$ cat config.mk
export PLATFORM = sky130hd
export DESIGN_NAME = fifo_wptr_ctrl
export DESIGN_NICKNAME = d
export VERILOG_FILES = /design/src/rtl/fifo_wptr_ctrl.sv
export SDC_FILE = /design/constraint.sdc
export NUM_CORES = 1
export LEC_CHECK = 0
export BUFFER_PORTS_ARGS = -buffer_cell sky130_fd_sc_hd__buf_2
export CAP_MARGIN = 20
export CORE_MARGIN = 3
export CORE_UTILIZATION = 44
export DETAILED_ROUTE_END_ITERATION = 10
export HOLD_SLACK_MARGIN = 0.15
export PLACE_DENSITY = 0.85
export SETUP_SLACK_MARGIN = 0.2
export SYNTH_ARGS = -nofsm -noshare
export SYNTH_HDL_FRONTEND = slang
export SYNTH_SLANG_ARGS = --single-unit
$ cat constraint.sdc
create_clock -name clk -period 2.63 [get_ports clk]
set_clock_uncertainty 0.15 [all_clocks]
set_input_delay 0.263 -clock clk [delete_from_list [all_inputs] [get_ports clk]]
set_output_delay 0.263 -clock clk [all_outputs]
set_load 0.01 [all_outputs]
$ cat src/rtl/fifo_wptr_ctrl.sv
// fifo_wptr_ctrl
// Write-side pointer controller for a dual-clock FIFO, living entirely in the
// write clock domain. Keeps the binary write pointer, publishes its Gray copy
// to the read domain, and derives full / prog_full / fill level from the read
// Gray pointer (already synchronized into clk). Write requests are gated so the
// RAM is never overwritten.
//
// Ports
//   clk          write-domain clock
//   reset        synchronous, active-high reset
//   wr_en        producer write request
//   rd_gray_sync read pointer (Gray, AW+1 bits) synchronized to clk
//   clear_ovf    clears the sticky overflow flag
//   wr_accept    write accepted this cycle (combinational)
//   wr_addr      RAM write address (low AW bits of binary write pointer)
//   wr_gray      registered Gray write pointer for the read domain
//   full         registered full flag
//   prog_full    registered, fill level >= PROG_FULL
//   wr_count     registered fill level, 0..2**AW
//   overflow     sticky, set when wr_en is seen while full

module fifo_wptr_ctrl #(
  parameter int unsigned AW        = 4,
  parameter int unsigned PROG_FULL = 12
) (
  input  logic          clk,
  input  logic          reset,
  input  logic          wr_en,
  input  logic [AW:0]   rd_gray_sync,
  input  logic          clear_ovf,
  output logic          wr_accept,
  output logic [AW-1:0] wr_addr,
  output logic [AW:0]   wr_gray,
  output logic          full,
  output logic          prog_full,
  output logic [AW:0]   wr_count,
  output logic          overflow
);

  localparam logic [AW:0] PF_THR = PROG_FULL[AW:0];

  logic [AW:0] wr_bin_q,   wr_bin_d;
  logic [AW:0] wr_gray_q,  wr_gray_d;
  logic [AW:0] wr_count_q, wr_count_d;
  logic        full_q,     full_d;
  logic        prog_full_q, prog_full_d;
  logic        overflow_q, overflow_d;

  logic [AW:0] rd_bin;
  logic [AW:0] rd_gray_plus_depth;

  assign wr_accept = wr_en & ~full_q & ~reset;

  // Gray to binary: each binary bit is the XOR of all Gray bits at or above it.
  always_comb begin
    rd_bin = '0;
    for (int unsigned i = 0; i <= AW; i++) begin
      rd_bin[i] = ^(rd_gray_sync >> i);
    end
  end

  // Gray code of (read pointer + depth): the top two Gray bits invert.
  assign rd_gray_plus_depth = {~rd_gray_sync[AW:AW-1], rd_gray_sync[AW-2:0]};

  always_comb begin
    wr_bin_d    = wr_bin_q + {{AW{1'b0}}, wr_accept};
    wr_gray_d   = wr_bin_d ^ (wr_bin_d >> 1);
    // Compared against the next pointer so full rises on the filling edge.
    full_d      = (wr_gray_d == rd_gray_plus_depth);
    wr_count_d  = wr_bin_d - rd_bin;
    prog_full_d = (wr_count_d >= PF_THR);
    overflow_d  = overflow_q;
    if (clear_ovf) overflow_d = 1'b0;
    if (wr_en && full_q) overflow_d = 1'b1;
  end

  always_ff @(posedge clk) begin
    if (reset) begin
      wr_bin_q    <= '0;
      wr_gray_q   <= '0;
      wr_count_q  <= '0;
      full_q      <= 1'b0;
      prog_full_q <= 1'b0;
      overflow_q  <= 1'b0;
    end else begin
      wr_bin_q    <= wr_bin_d;
      wr_gray_q   <= wr_gray_d;
      wr_count_q  <= wr_count_d;
      full_q      <= full_d;
      prog_full_q <= prog_full_d;
      overflow_q  <= overflow_d;
    end
  end

  assign wr_addr   = wr_bin_q[AW-1:0];
  assign wr_gray   = wr_gray_q;
  assign full      = full_q;
  assign prog_full = prog_full_q;
  assign wr_count  = wr_count_q;
  assign overflow  = overflow_q;

endmodule

Yosys cells after proc, flatten, opt, wreduce, memory -nomap -nowiden
Index checks and enable logic that the tools add are counted.
- bits in registers: 18
- bits of input ports: 9
- output and inout port bits: 18
- word-level logic and storage cells: 25
- add/subtract/negate cells: 2
- magnitude comparators: 1
- equality and inequality tests: 1
- muxes and demuxes: 2
- bitwise operators: 6
- reduce and logical (&&, ||, !) cells: 7
- operators with widths (operator ; count):
    XOR reduction 5 bit ; 5
    adder 5 x 1 -> 5 bit ; 1
    equality test 5 bit ; 1
    greater-or-equal comparator 5 x 4 -> 1 bit, second input constant ; 1
    subtractor 5 bit ; 1
    bitwise XOR 5 x 4 -> 5 bit ; 1
    bitwise AND 1 bit ; 2
    2-to-1 mux 1 bit ; 2
    NOT 1 bit ; 2
    NOT 2 bit ; 1
    nonzero test 2 bit ; 1
    logical AND 1 bit ; 1

Longest topological paths before layout
Gate-level depths: netlist (run 1).
- depth after elaboration: 6
- gate-level depth with buffers: 12
- mapped depth without buffers: 11

Worst setup path before layout (run 1)
No wires, ideal clock.
- kind: input to register
- start point: in reset
- end point: reg prog_full_q (netlist: prog_full)
- library setup time: 0.135 ns
- arrival: 2.834 ns
- data required time: 2.345 ns
- slack: -0.489 ns
- cell stages on the path: 12
- path buffers: 1
- cells stage by stage: clkbuf_1 -> nor3b_1 -> ha_1 -> nand3_1 -> xor2_1 -> inv_1 -> ha_1 -> nor4bb_1 -> a211oi_1 -> o21ai_0 -> a311oi_1 -> o22ai_1
- cells in the longest elaborated chain, start to end: 5
- RTL lines (what ; line ; source):
    start: declaration ; 27 ; input logic reset,
    NOT 1 bit ; 52 ; assign wr_accept = wr_en & ~full_q & ~reset;
    bitwise AND 1 bit ; 52 ;
    named net wr_accept ; 31 ; output logic wr_accept,
    adder 5 x 1 -> 5 bit ; 66 ; wr_bin_d = wr_bin_q + {{AW{1'b0}}, wr_accept};
    named net wr_bin_d[3] ; 42 ; logic [AW:0] wr_bin_q, wr_bin_d;
    subtractor 5 bit ; 70 ; wr_count_d = wr_bin_d - rd_bin;
    greater-or-equal comparator 5 x 4 -> 1 bit ; 71 ; prog_full_d = (wr_count_d >= PF_THR);
    end signal: assignment ; 90 ; prog_full_q <= prog_full_d;
    end: declaration ; 46 ; logic prog_full_q, prog_full_d;
The timed path passes the listed nets, and every way through them passes these cells.
A chain may end at the register's enable or synchronous reset.

Worst setup path in the final report (run 1)
- start point: reg full_q (netlist: full)
- end point: reg prog_full_q (netlist: prog_full)
- cells in the longest elaborated chain, start to end: 6
- RTL lines (what ; line ; source):
    start: declaration ; 45 ; logic full_q, full_d;
    start signal: assignment ; 89 ; full_q <= full_d;
    NOT 1 bit ; 52 ;
    bitwise AND 1 bit (2 in a row) ; 52 ;
    adder 5 x 1 -> 5 bit ; 66 ;
    named net wr_bin_d[2] ; 42 ;
    subtractor 5 bit ; 70 ;
    greater-or-equal comparator 5 x 4 -> 1 bit ; 71 ;
The timed path passes the listed nets, and every way through them passes these cells.

==> flow_summary_export.csv, run 1 <==
group,metric,value,unit
route,via_per_inst,4.99,
global_routing,busiest_layer,"met2",
floorplanning,die_h,51.3,um
job,maxCapViolCount,0,
power_and_ir_drop,vdd_ir_drop_max,0.326,mV
global_routing,track_usage,18.1,%
clock_tree,htreeDepth,1,
route,vias,799,
final_layout,fin_util,73.0,%
timing,fin_crit_sh,93.1,%
timing,rsz0062_at_grt,"true",
critical_path,crit_path_max_incr_delay,0.37,ns
floorplanning,pin_count,27,
timing,min_period,2.45,ns
floorplanning,die_x,51.3,um
global_routing,grt_max_degree,19,
synthesis,synth_top_area_cell,"dfxtp_1",
global_routing,use_met1,19.9,%
timing,finalHoldViolCount,0,
final_layout,layout.nets,151,
clock_tree,cts_buffer_depth,2,
synthesis,yosysSeqAreaShare,37.7,%
placement,dp_hpwl,1650,um
clock_tree,insertion_delay,0.31,ns
critical_path,arrival,2.50,ns
final_layout,fillers,133,
clock_tree,cts_tree,"built",
synthesis,synth_edf_count,0,
final_layout,multiInputGateArea,674,um2
critical_path,rrSetupSlack,0.18,ns
power_and_ir_drop,fin_total_pwr,0.680,mW
critical_path,crit_fanout,4,
synthesis,synth-xor-area-share,20.8,%
timing,setup_viol,0,
route,drc,0,
synthesis,netlist_instances,95,
power_and_ir_drop,leakage,0.587,nW
synthesis,synth.top_cells.by_area,"dfxtp_1, ha_1, xnor2_1, xor2_1, nor2_1",
synthesis,yosysTopAreaCellShare,37.7,%
global_routing,met3_usage,2.62,%
timing,holdWs,0.249,ns
synthesis,synth_ff_type,"dfxtp_1",
floorplanning,core-area,0.00182,mm2
synthesis,async_flop_share,0,%
critical_path,end_kind,"flip-flop",
synthesis,yosysWarningCount,0,
route,routed_wl,2310,um
floorplanning,start_util,49.6,%
timing,fmax,408,MHz
floorplanning,rows,15,
synthesis,ys_ff_latch,17,
synthesis,synth_top_family_by_area,"XOR/XNOR gates",
timing,slew_headroom,74.7,%
power_and_ir_drop,p_per_area,512,mW/mm2
final_layout,regArea,344,um2
clock_tree,clockRootBuffer,"clkbuf_4",
route,firstDrtPassIters,2,
timing,drv_slew,0,
route,wl_per_cell,14.4,um
global_routing,use_met2,32.0,%
synthesis,synth_mux_area_share,1.11,%
synthesis,synth_fa_ha_area_share,8.32,%
placement,gp_congestion,0.987,
final_layout,diodes,0,
timing,setup_tns,0,ns
critical_path,cp_common_cell,"ha_4",
route,ant_nets,0,
clock_tree,clock-sinks,17,
route,drt-initial-drc-count,2,
final_layout,layout-drive-gt1-share,44.4,%
clock_tree,cts_made_buffers,3,
global_routing,grt_pass1_vias,735,
floorplanning,die_area,0.00263,mm2
synthesis,synth.distinct_cells,29,
placement,io_buffers,26,
synthesis,synth_compound_area_share,8.04,%
synthesis,synth_nets,110,
global_routing,grt_pass1_wl,3400,um
timing,tightest_slew,0.374,ns
synthesis,synth-simple-area-share,20.7,%
run_status,status,"complete, no violations",
final_layout,syn2layout_area_growth,47.3,%
hold_path,hold_path_class,"in2reg",
critical_path,crit_type,"reg2reg",
global_routing,grt_overflow,0,
critical_path,slowest_stage,"dfxtp_4",
critical_path,crit_required,2.68,ns
clock_tree,path_clk_slew,0.11,ns
critical_path,worstPathCellList,"nor3b_4 -> ha_4 -> ha_4 -> xor2_4 -> ha_4 -> nor2b_1 -> a211oi_1 -> o21ai_1 -> a311oi_2 -> o22ai_1",
critical_path,cp-start-kind,"flip-flop",
synthesis,postSynthAreaPerCell,9.50,um2
synthesis,netlist_area,902,um2
global_routing,antenna_found_initial,0,
final timing paths:
path,startpoint,end,cells past startpoint
worst min-delay path,reset,full,3
worst max register to register,full,prog_full,10
worst min register to register,wr_bin_q[0],wr_gray[0],3
worst max-delay path,full,prog_full,10
worst max-delay path, delay by kind of cell (launching register included):
kind | cells | cell delay [ns]
fa+ha+maj | 3 | 0.60
compound gates | 4 | 0.64
simple gates | 2 | 0.40
flops | 1 | 0.37
xor+xnor | 1 | 0.18
through the flow:
stage	setup slack [ns]	cells	area, um2
6_report	0.182	160	1330
5_1_grt	0.0775	160	1330
4_1_cts	0.183	156	1270
3_5_place_dp	0.0802	149	1200
3_3_place_gp	0.176	149	1200
2_1_floorplan	0.0979	95	1040
layer usage:
metal  up-vias  share of wire, %
met1       379                40
met3         5               4.4
met4         0               2.9
met5         -                 0
li1        393                 -
met2        22                52
synthesized netlist by cell type (2+ instances only):
master and number:
nand3_1 3, xor2_2 2, nor2b_1 6, nor2_1 13, xnor2_1 7, xnor2_2 2, inv_1 5, xor2_1 7
nand2_1 4, dfxtp_1 17, nor3b_1 2, a21oi_1 3, nand2b_1 2, ha_1 6, clkbuf_1 2
cell type report:
class / instances / share of cell area [%]
Clock buffer: 3 / 1.69
Clock inverter: 1 / 0.377
Inverter: 5 / 1.41
Multi-Input combinational cell: 70 / 50.8
Sequential cell: 17 / 25.9
Tap cell: 25 / 2.35
Timing Repair Buffer: 39 / 17.5
power breakdown:
| part | internal [mW] | total (mW) | leakage (nW) | switching, mW |
|---|---|---|---|---|
| combinational | 0.118 | 0.242 | 0.430 | 0.124 |
| clock | 0.0569 | 0.149 | 0.0177 | 0.0922 |
| sequential | 0.281 | 0.289 | 0.140 | 0.00746 |
kinds of logic (layout without fill, tap and decap cells):
family,count (synthesis),in the layout
DFF,17,17
AOI/OAI and AO/OA,9,9
xor gates and xnor gates,18,18
and+or+nand+nor,36,36
buffers and inverters,8,48
adders and majority gates,6,6
muxes,1,1
cell usage in the layout (no fill, tap or decap), types with 2 or more instances in the layout:
cell type       n
nor2_1         13
xor2_4          2
dfxtp_1        16
a21oi_1         3
buf_4          11
xor2_1          6
ha_4            5
xnor2_1         7
clkbuf_4        3
nand2_1         4
inv_1           4
buf_2          26
nor2b_1         6
xnor2_2         2
dlygate4sd3_1   2
nand2b_1        2
nand3_1         2
flip-flops by register name (all words and copies together) (netlist names):
name,cells
overflow,1
prog_full,1
wr_gray,4
wr_count,5
full,1
wr_bin_q,5
what timing repair did:
action / CTS / global route
resized for setup: 2 / 5
setup endpoints to repair: 2 / 4
hold buffers: 2 / 0
pin swaps: 2 / 6
setup buffers: 1 / 4
endpoints found under the hold margin: 1 / 0
Note: power is estimated with default switching activity, not from simulation.
==> run 2: changes to the inputs <==
--- a/config.mk
+++ b/config.mk
@@ -11,7 +11,7 @@
 export CORE_UTILIZATION = 44
 export DETAILED_ROUTE_END_ITERATION = 10
 export HOLD_SLACK_MARGIN = 0.15
-export PLACE_DENSITY = 0.85
+export PLACE_DENSITY = 0.82
 export SETUP_SLACK_MARGIN = 0.2
 export SYNTH_ARGS = -nofsm -noshare
 export SYNTH_HDL_FRONTEND = slang
==> constraint.sdc (replaced) <==
create_clock -name clk -period 2.5 [get_ports clk]
set_clock_uncertainty 0.15 [all_clocks]
set_input_delay 0.25 -clock clk [delete_from_list [all_inputs] [get_ports clk]]
set_output_delay 0.25 -clock clk [all_outputs]
set_load 0.01 [all_outputs]
==> run 2 against run 1 <==
Against the previous run:
- register-to-register slack worse by 0.14 ns
- sequential power is 5% higher
- maximum frequency is 0.49% lower
- non-clock buffer count is 3 higher
- power is 4.2% higher
- flip-flop and latch count stayed put
- via count is 0.13% higher
- worst hold slack worse by 0.016 ns
- clock power is 3% higher
- count of clock-buffer cells in the layout stayed put
- critical path depth is 1 higher
- largest power group unchanged
- highest routed layer unchanged
==> flow_summary_export.csv, run 2 (synthesis results as in run 1) <==
group,metric,value,unit
run_status,status,"complete, no violations",
timing,drv_slew,0,
floorplanning,pin_count,27,
final_layout,layout.nets,154,
timing,setup_viol,0,
final_layout,finalNonFillerCells,163,
route,firstDrtPassIters,4,
hold_path,hold_end,"wr_count[0]",
timing,fin_crit_sh,98.4,%
critical_path,crit_type,"reg2reg",
timing,slew_headroom,75.6,%
critical_path,r2r-end,"prog_full",
route,vias,800,
clock_tree,cts_tree,"built",
route,drc,0,
timing,min_period,2.46,ns
power_and_ir_drop,vdd_ir_drop_max,0.361,mV
clock_tree,path_clk_slew,0.11,ns
final_layout,fillers,120,
final_layout,diodes,0,
floorplanning,die_h,51.3,um
timing,tightest_slew,0.361,ns
hold_path,hold-path-cell-count,4,
critical_path,arrival,2.51,ns
global_routing,track_usage,18.6,%
floorplanning,die_x,51.3,um
critical_path,cp-start-kind,"flip-flop",
floorplanning,start_util,49.6,%
critical_path,rrSetupSlack,0.04,ns
placement,gp_congestion,0.839,
timing,fmax,406,MHz
timing,rsz0062_at_grt,"true",
clock_tree,clock-sinks,17,
final_layout,layout-drive-gt1-share,47.8,%
clock_tree,cts_made_buffers,3,
hold_path,hold_start,"rd_gray_sync[0]",
floorplanning,die_area,0.00263,mm2
final_layout,fin_util,75.2,%
placement,dp_cells,150,
critical_path,crit_required,2.55,ns
route,ant_nets,0,
hold_path,hold_path_class,"in2reg",
critical_path,rr_startpoint,"full",
critical_path,crit_fanout,5,
clock_tree,htreeDepth,1,
placement,io_buffers,26,
route,drt-initial-drc-count,17,
timing,finalHoldViolCount,0,
timing,holdWs,0.233,ns
route,via_per_inst,4.91,
final_layout,layout_common_cells,"buf_2, dfxtp_1, nor2_1, buf_4, xnor2_1",
power_and_ir_drop,p_per_area,518,mW/mm2
global_routing,grt_overflow,0,
route,wl_per_cell,13.5,um
power_and_ir_drop,leakage,0.607,nW
global_routing,grt_pass1_wl,3490,um
critical_path,end_kind,"flip-flop",
placement,dp_hpwl,1620,um
clock_tree,cts_buffer_depth,2,
final_layout,syn2layout_area_growth,51.7,%
job,maxCapViolCount,0,
floorplanning,rows,15,
floorplanning,core-area,0.00182,mm2
clock_tree,insertion_delay,0.31,ns
route,routed_wl,2200,um
critical_path,rr_worst_depth,11,
global_routing,antenna_found_initial,0,
global_routing,grt_pass1_vias,751,
final_layout,final_common_cell,"buf_2",
global_routing,grt_max_degree,19,
clock_tree,clockRootBuffer,"clkbuf_4",
[run 2: cell type report]
type / instances / area, um2 / area share, %
Sequential cell: 17 / 344 / 25.1
Clock buffer: 3 / 22.5 / 1.65
Inverter: 5 / 18.8 / 1.37
Timing Repair Buffer: 42 / 268 / 19.6
Multi-Input combinational cell: 70 / 679 / 49.6
Tap cell: 25 / 31.3 / 2.29
Clock inverter: 1 / 5.00 / 0.366
[run 2: where the power goes]
group	internal [mW]	switching (mW)
Combinational	0.126	0.127
Clock	0.0598	0.0931
Sequential	0.296	0.00707
[run 2: how the worst max path moves through the flow]
| stage | startpoint | endpoint | slack [ns] |
|---|---|---|---|
| after detailed placement | rd_gray_sync[4] | prog_full | -0.02 |
| after CTS | full | prog_full | 0.09 |
| after global routing | full | prog_full | -0.07 |
| after floorplan | reset | prog_full | -0.02 |
| after global placement | rd_gray_sync[4] | prog_full | 0.05 |
| final | full | prog_full | 0.04 |
[run 2: critical path: stages, from the launching register on]
cell and delay, ns:
dfxtp_4 0.36, nor3b_4 0.23, ha_4 0.20, nand3_4 0.10
xor2_4 0.20, inv_2 0.06, ha_4 0.24, nor4bb_1 0.14
a211oi_2 0.20, o21ai_1 0.12, a311oi_2 0.24, o22ai_1 0.11
[run 2: what timing repair did]
item,4_1_cts,5_1_grt
endpoints found under the setup margin,4,5
endpoints found under the hold margin,1,0
buffers inserted,6,1
pin swaps,6,3
gates cloned,0,0
resized for setup,4,5
hold buffers,2,0
[run 2: metal layers]
metal	GRT usage, %	share of wire, %	vias up	wire length [um]
li1	-	-	395	-
met4	13.5	4.0	0	88
met2	30.0	46	27	1020
met1	22.0	45	371	985
met3	2.92	4.8	7	106
met5	0	0	-	0
[run 2: stage by stage]
step	TNS, ns	setup slack (ns)	total power [mW]	area [um2]
detailed placement	-0.0242	-0.0242	0.531	1210
finish	0	0.0397	0.709	1370
global placement	0	0.0525	0.525	1210
CTS	0	0.0881	0.693	1330
global route	-0.107	-0.0686	0.746	1370
floorplan	-0.0191	-0.0191	0.465	1040
